## config.mk

```make
export PLATFORM = sky130hd
export DESIGN_NAME = compute_unit_pipe
export DESIGN_NICKNAME = d
export VERILOG_FILES = /design/src/rtl/compute_unit_pipe.sv
export SDC_FILE = /design/constraint.sdc
export NUM_CORES = 1
export LEC_CHECK = 0
export CAP_MARGIN = 20
export CORE_ASPECT_RATIO = 1.25
export CORE_MARGIN = 5
export CORE_UTILIZATION = 40
export CTS_CLUSTER_SIZE = 14
export DETAILED_ROUTE_END_ITERATION = 12
export PLACE_DENSITY_LB_ADDON = 0.08
export REMOVE_ABC_BUFFERS = 1
export SLEW_MARGIN = 20
export SYNTH_ARGS = -nofsm -noshare
export SYNTH_HDL_FRONTEND = slang
export SYNTH_SLANG_ARGS = --single-unit
```

## constraint.sdc

```tcl
create_clock -name clk -period 4.5 [get_ports clk]
set_input_delay 0.45 -clock clk [delete_from_list [all_inputs] [get_ports clk]]
set_output_delay 0.45 -clock clk [all_outputs]
set_load 0.01 [all_outputs]
```

## src/rtl/compute_unit_pipe.sv

```systemverilog
// rtl/compute_unit_pipe.sv - single-issue register-to-register ALU with registered result channel
// Instructions execute in the accept cycle; results sit in a 1-deep output register with backpressure.
module compute_unit_pipe #(
    parameter int DATA_W = 8,
    parameter int REG_ADDR_W = 4,
    localparam int INSTR_W = 4 + 3*REG_ADDR_W + DATA_W
) (
    input  logic                  clk,
    input  logic                  rst,
    input  logic                  in_valid,
    output logic                  in_ready,
    input  logic [INSTR_W-1:0]    in_instr,
    output logic                  out_valid,
    input  logic                  out_ready,
    output logic [DATA_W-1:0]     out_data,
    output logic [REG_ADDR_W-1:0] out_tgt,
    output logic                  out_zero,
    output logic                  out_carry,
    output logic                  out_err,
    input  logic [REG_ADDR_W-1:0] dbg_addr,
    output logic [DATA_W-1:0]     dbg_data
);
    localparam int NUM_REGS = 1 << REG_ADDR_W;
    localparam logic [DATA_W-1:0] SHIFT_LIM = DATA_W'(DATA_W);

    logic [DATA_W-1:0] regs [NUM_REGS];

    logic [3:0]            opcode;
    logic [REG_ADDR_W-1:0] tgt, src0, src1;
    logic [DATA_W-1:0]     imm, a, b;
    logic [DATA_W:0]       sum, diff;
    logic [DATA_W-1:0]     res;
    logic                  carry, err, wb, emit, zero, accept;

    assign opcode = in_instr[INSTR_W-1 -: 4];
    assign tgt    = in_instr[DATA_W+3*REG_ADDR_W-1 -: REG_ADDR_W];
    assign src0   = in_instr[DATA_W+2*REG_ADDR_W-1 -: REG_ADDR_W];
    assign src1   = in_instr[DATA_W+REG_ADDR_W-1 -: REG_ADDR_W];
    assign imm    = in_instr[DATA_W-1:0];

    assign a    = regs[src0];
    assign b    = regs[src1];
    assign sum  = {1'b0, a} + {1'b0, b};
    assign diff = {1'b0, a} - {1'b0, b};

    assign in_ready = !rst && (!out_valid || out_ready);
    assign accept   = in_valid && in_ready;

    always_comb begin
        res   = '0;
        carry = 1'b0;
        err   = 1'b0;
        wb    = 1'b1;
        emit  = 1'b1;
        case (opcode)
            4'h0: begin wb = 1'b0; emit = 1'b0; end
            4'h1: res = imm;
            4'h2: begin res = sum[DATA_W-1:0]; carry = sum[DATA_W]; end
            4'h3: begin res = diff[DATA_W-1:0]; carry = diff[DATA_W]; end
            4'h4: res = a & b;
            4'h5: res = a | b;
            4'h6: res = ~a;
            4'h7: res = a ^ b;
            4'h8: res = (b >= SHIFT_LIM) ? '0 : (a << b);
            4'h9: res = (b >= SHIFT_LIM) ? '0 : (a >> b);
            4'hA: res = a;
            4'hB: begin res = diff[DATA_W-1:0]; carry = diff[DATA_W]; wb = 1'b0; end
            default: begin err = 1'b1; wb = 1'b0; end
        endcase
        zero = (res == '0) && !err;
    end

    // Register reads above see pre-edge contents, so same-instruction tgt==src reads the old value.
    always_ff @(posedge clk) begin
        if (rst) begin
            for (int i = 0; i < NUM_REGS; i++) regs[i] <= '0;
            out_valid <= 1'b0;
            out_data  <= '0;
            out_tgt   <= '0;
            out_zero  <= 1'b0;
            out_carry <= 1'b0;
            out_err   <= 1'b0;
            dbg_data  <= '0;
        end else begin
            dbg_data <= regs[dbg_addr];
            if (accept && wb) regs[tgt] <= res;
            if (accept && emit) begin
                out_valid <= 1'b1;
                out_data  <= res;
                out_tgt   <= tgt;
                out_zero  <= zero;
                out_carry <= carry;
                out_err   <= err;
            end else if (out_ready) begin
                out_valid <= 1'b0;
            end
        end
    end
endmodule

```

# After elaboration in Yosys (flattened, before gate mapping)
# Memory sizes are Yosys's and may differ from the RTL's. A register that Yosys moved wholly into a read port is not among the register bits.
# Index checks and enable logic that the tools add are counted.
word_totals:
  ff_bits: 16
  ram_bits: 128
  in_bits: 32
  out_inout_bits: 25
  n_memories: 1
classes:
  addsub: 2
  magnitude_cmp: 1
  n_eq_ne: 11
  shift: 2
  muxes: 17
  bitwise: 4
  n_reduce_logical: 15
mem_list:
  columns: ["name", "depth", "width", "rd", "rd_clocked_by_memory_dff", "wr", "line_no", "rtl"]
  rows:
  - ["regs", 16, 8, 3, 1, 16, "26", "logic [DATA_W-1:0] regs [NUM_REGS];"]
ops:
  columns: ["operator", "count"]
  rows:
  - ["8-bit one-hot mux with 10 select lines", 1]
  - ["8-bit two-way mux", 3]
  - ["4-bit by 3-bit equality test with 1-bit output, second input constant", 4]
  - ["4-bit equality test, second input constant", 4]
  - ["12-bit OR reduction", 1]
  - ["1-bit two-way mux", 11]
  - ["10-bit OR reduction", 1]
  - ["8-bit by 8-bit adder with 9-bit output", 1]
  - ["8-bit by 8-bit subtractor with 9-bit output", 1]
  - ["8-bit AND", 1]
  - ["4-bit by 2-bit equality test with 1-bit output, second input constant", 2]
  - ["8-bit by 4-bit >= comparator with 1-bit output, second input constant", 1]
  - ["8-bit zero test", 1]
  - ["8-bit NOT", 1]
  - ["8-bit bitwise OR", 1]
  - ["8-bit OR reduction", 1]
  - ["8-bit by 8-bit << shifter with 8-bit output", 1]
  - ["8-bit by 8-bit >> shifter with 8-bit output", 1]
  - ["8-bit XOR", 1]
  - ["1-bit logical AND", 5]
  - ["4-bit by 1-bit equality test with 1-bit output, second input constant", 1]
  - ["4-bit zero test", 1]
  - ["4-bit two-way mux", 1]
  - ["1-bit zero test", 2]
  - ["4 further kinds", 4]

# Longest topological paths before layout
logic_depth:
  word_depth: 10
  mapped_depth: 19

# Worst setup path after synthesis
# No wires, ideal clock.
synth_path:
  path_type: "input to register"
  startpoint: "input in_instr[9]"
  endpoint: "memory regs[11][7], data pin"
  setup_time_ps: 264
  t_arrival_ps: 4300
  setup_slack_ps: -64
  stages: 17
  cell_sequence: "buf_2 clkbuf_1 mux4_2 mux4_2 buf_6 clkinv_2 buf_6 ha_1 a21o_1 a21oi_1 o21ai_0 a2111oi_0 or4_1 nand4_1 nor4_4 buf_2 nor2_1"
synth_lines:
  columns: ["item", "line_no", "rtl"]
  rows:
  - ["from (decl)", "12", "input logic [INSTR_W-1:0] in_instr,"]
  - ["to (decl)", "26", null]

==> summary.txt <==
Placed design
  – HPWL Detailed: 28.4 mm
  – I/O Buffers: 56
  – Area after DPL: 11,800 µm²
  – Placer congestion estimate: 0.966
  – Place WS: -336 ps

Drt
  – Detailed-route wire length per cell: 27.2 µm
  – Drt first-iter violations: 755
  – Drt pass-1 iters: 5
  – # DRC: 0
  – Detailed Route WL: 35.7 mm
  – Vias: 7,904
  – Vias per std cell: 6.02
  – Final ANT Viol Nets: 0

Clock network
  – Clock slew at the register clock pins of the worst setup and hold paths: 60 ps
  – CTS Hold Bufs: 0
  – Clock Path Buffers: 2
  – Clk Latency, worst-skew pair: 440 ps
  – Post-CTS Setup Bufs: 0
  – Num Clock Sinks: 152
  – Total CTS buffers: 17
  – TritonCTS clock tree: done
  – H-tree Lvls: 4
  – Root buf cell: clkbuf_16
  – PostCTS Resize Cnt: 0

Timing
  – Rel. slew slack: 0.367
  – Final Critical Period: 4270 ps
  – Actual slew at the worst max-slew pin: 942 ps
  – Worst hold slack: 480 ps
  – FMAX: 0.234 GHz
  – Period utilization: 0.948
  – Final WS setup: 233 ps
  – RSZ-0062 raised after global routing: false
  – Final Hold Viols: 0
  – Final setup fails: 0
  – Final Skew: 11.9 ps
  – Fin Setup TNS: 0 ps
  – Pins over their slew limit: 0

Critical path
  – Worst setup path class: in2reg
  – Crit end category: flip-flop
  – Critical Path Fanout Max: 9
  – Data arrival time of the worst path: 4440 ps
  – CP Launch Type: primary input
  – FF-to-FF path depth: 13
  – CP required: 4670 ps

Power and ir drop
  – Int Pwr: 2.85 mW
  – Pwr per Cell Area: 339 nW/µm²
  – Clk pwr share: 0.321
  – Sequential Power Share: 0.392
  – Leak: 4.56 nW
  – Comb power frac: 0.287
  – Switching share of power: 0.320
  – Psw: 1.34 mW
  – Maximum vdd ir drop: 0.276 mV

Cells and area
  – Layout cells sized above 1: 0.275
  – Area growth syn-to-layout: 20.6%
  – Diode count: 0
  – Fin nets: 1,023
  – Cell area after layout: 12,400 µm²
  – Commonest non-fill, non-tap cell in the layout: nor2_1
  – Most frequent cells in the layout: 164 x nor2_1, 128 x edfxtp_1, 108 x mux4_2
  – Fin util: 0.488

Global route
  – Initial antenna violation count: 0
  – GRT Total Usage: 0.251
  – Pin count of the biggest net entering global routing: 43
  – Overflow after GRT: 0
  – First-pass GRT wire length: 54.2 mm
  – Number of global-route vias before repair: 8,309

Logic synthesis
  – Post-synth ARST share: 0
  – Syn Area/Cell: 12.0 µm²
  – Netlist cell types: 63
  – Post-synthesis cell area: 10,200 µm²
  – #FFs+latches synth: 152
  – Gate Count Post-Synth: 851
  – Synth Flop Type: edfxtp_1
  – Seq/Total Area, Yosys: 0.422
  – Yosys warns: 0
  – Number of synthesized flops with an enable pin: 128

Run status
  – Outcome: finished, final reports clean

Floorplan
  – DIE HEIGHT: 189 µm
  – Die X-Extent: 153 µm
  – Initial Util: 0.405
  – Number of top-level pins: 57
  – Rows: 65
  – Placeable Area: 25,300 µm²
  – Full die area: 28,900 µm²

Worst hold path
  – Hold path depth: 2
  – Hold Crit Class: reg2reg

Run
  – Max-cap violations: 0
==> final timing paths <==
path	slack (ps)	to	from
worst max-delay path	230	regs[2][6]	in_instr[15]
worst min-delay path	480	out_tgt[2]	out_tgt[2]
worst max register to register	250	regs[4][7]	regs[3][1]
worst min register to register	480	out_tgt[2]	out_tgt[2]
==> cells by family (layout without fill, tap and decap cells) <==
group / after synthesis / after routing / synth area share
muxes: 134 / 134 / 0.263
and+or+nand+nor: 323 / 323 / 0.153
AOI/OAI and AO/OA: 120 / 120 / 0.0845
buffers and inverters: 95 / 221 / 0.0434
adders and majority gates: 27 / 27 / 0.0344
DFF: 152 / 152 / 0.422
==> cell usage after synthesis, types with 14 or more instances <==
cell type,n,area (µm²)
inv_1,29,109
ha_1,25,313
nand2b_1,19,119
nand2_1,48,180
nand3b_1,17,128
a22oi_1,14,105
dfxtp_1,24,480
nor2_1,164,616
mux2i_1,26,260
edfxtp_1,128,3840
o21ai_0,26,130
clkbuf_1,29,109
nor2b_1,22,138
a21oi_1,20,100
a22o_1,17,149
mux4_2,108,2430
==> per-stage QoR <==
stage	std cells	power (mW)
3_3_place_gp	1280	2.84
6_report	1312	4.19
2_1_floorplan	788	2.23
5_1_grt	1312	4.36
4_1_cts	1312	4.20
3_5_place_dp	1280	2.86
==> routing by layer <==
layer  track usage  routed length, µm  vias up
li1              -                  -     3487
met1         0.286              13000     4006
met2         0.462              19400      325
met3        0.0389               1720       86
met4         0.115               1680        0
met5             0                  0        -
==> registers in the layout, summed over array words and instances (netlist names) <==
signal     cells
dbg_data       8
out_carry      1
out_data       8
out_zero       1
regs         128
out_tgt        4
out_err        1
out_valid      1
==> area by class of cell <==
class,instances,area (µm²)
clock buffers,17,425
clock inverters,15,121
fillers,2248,12900
inverters,32,121
multi-input cells,604,5490
flip-flops and latches,152,4320
well taps,335,419
repair buffers,157,1460
==> power by group through the flow <==
stage / Clock, mW / Sequential, mW / Combinational, mW
4_1_cts: 1.36 / 1.64 / 1.20
2_1_floorplan: 0 / 1.65 / 0.580
3_5_place_dp: 0 / 1.67 / 1.19
3_3_place_gp: 0 / 1.67 / 1.18
6_report: 1.35 / 1.64 / 1.20
5_1_grt: 1.43 / 1.65 / 1.28
==> critical path, stage by stage <==
cell	delay [ps]
clkdlybuf4s50_1	580
nor2b_1	340
a22o_1	250
nor2_1	80
inv_1	60
ha_1	190
inv_1	80
fa_1	450
nor2b_1	140
o21ai_0	130
buf_4	170
a21boi_0	230
o21ai_0	150
buf_4	160
a31oi_1	170
o2111ai_1	150
buf_4	150
nor3_2	160
buf_4	170
buf_12	130
nor2_1	40
Note: power is estimated with default switching activity, not from simulation.
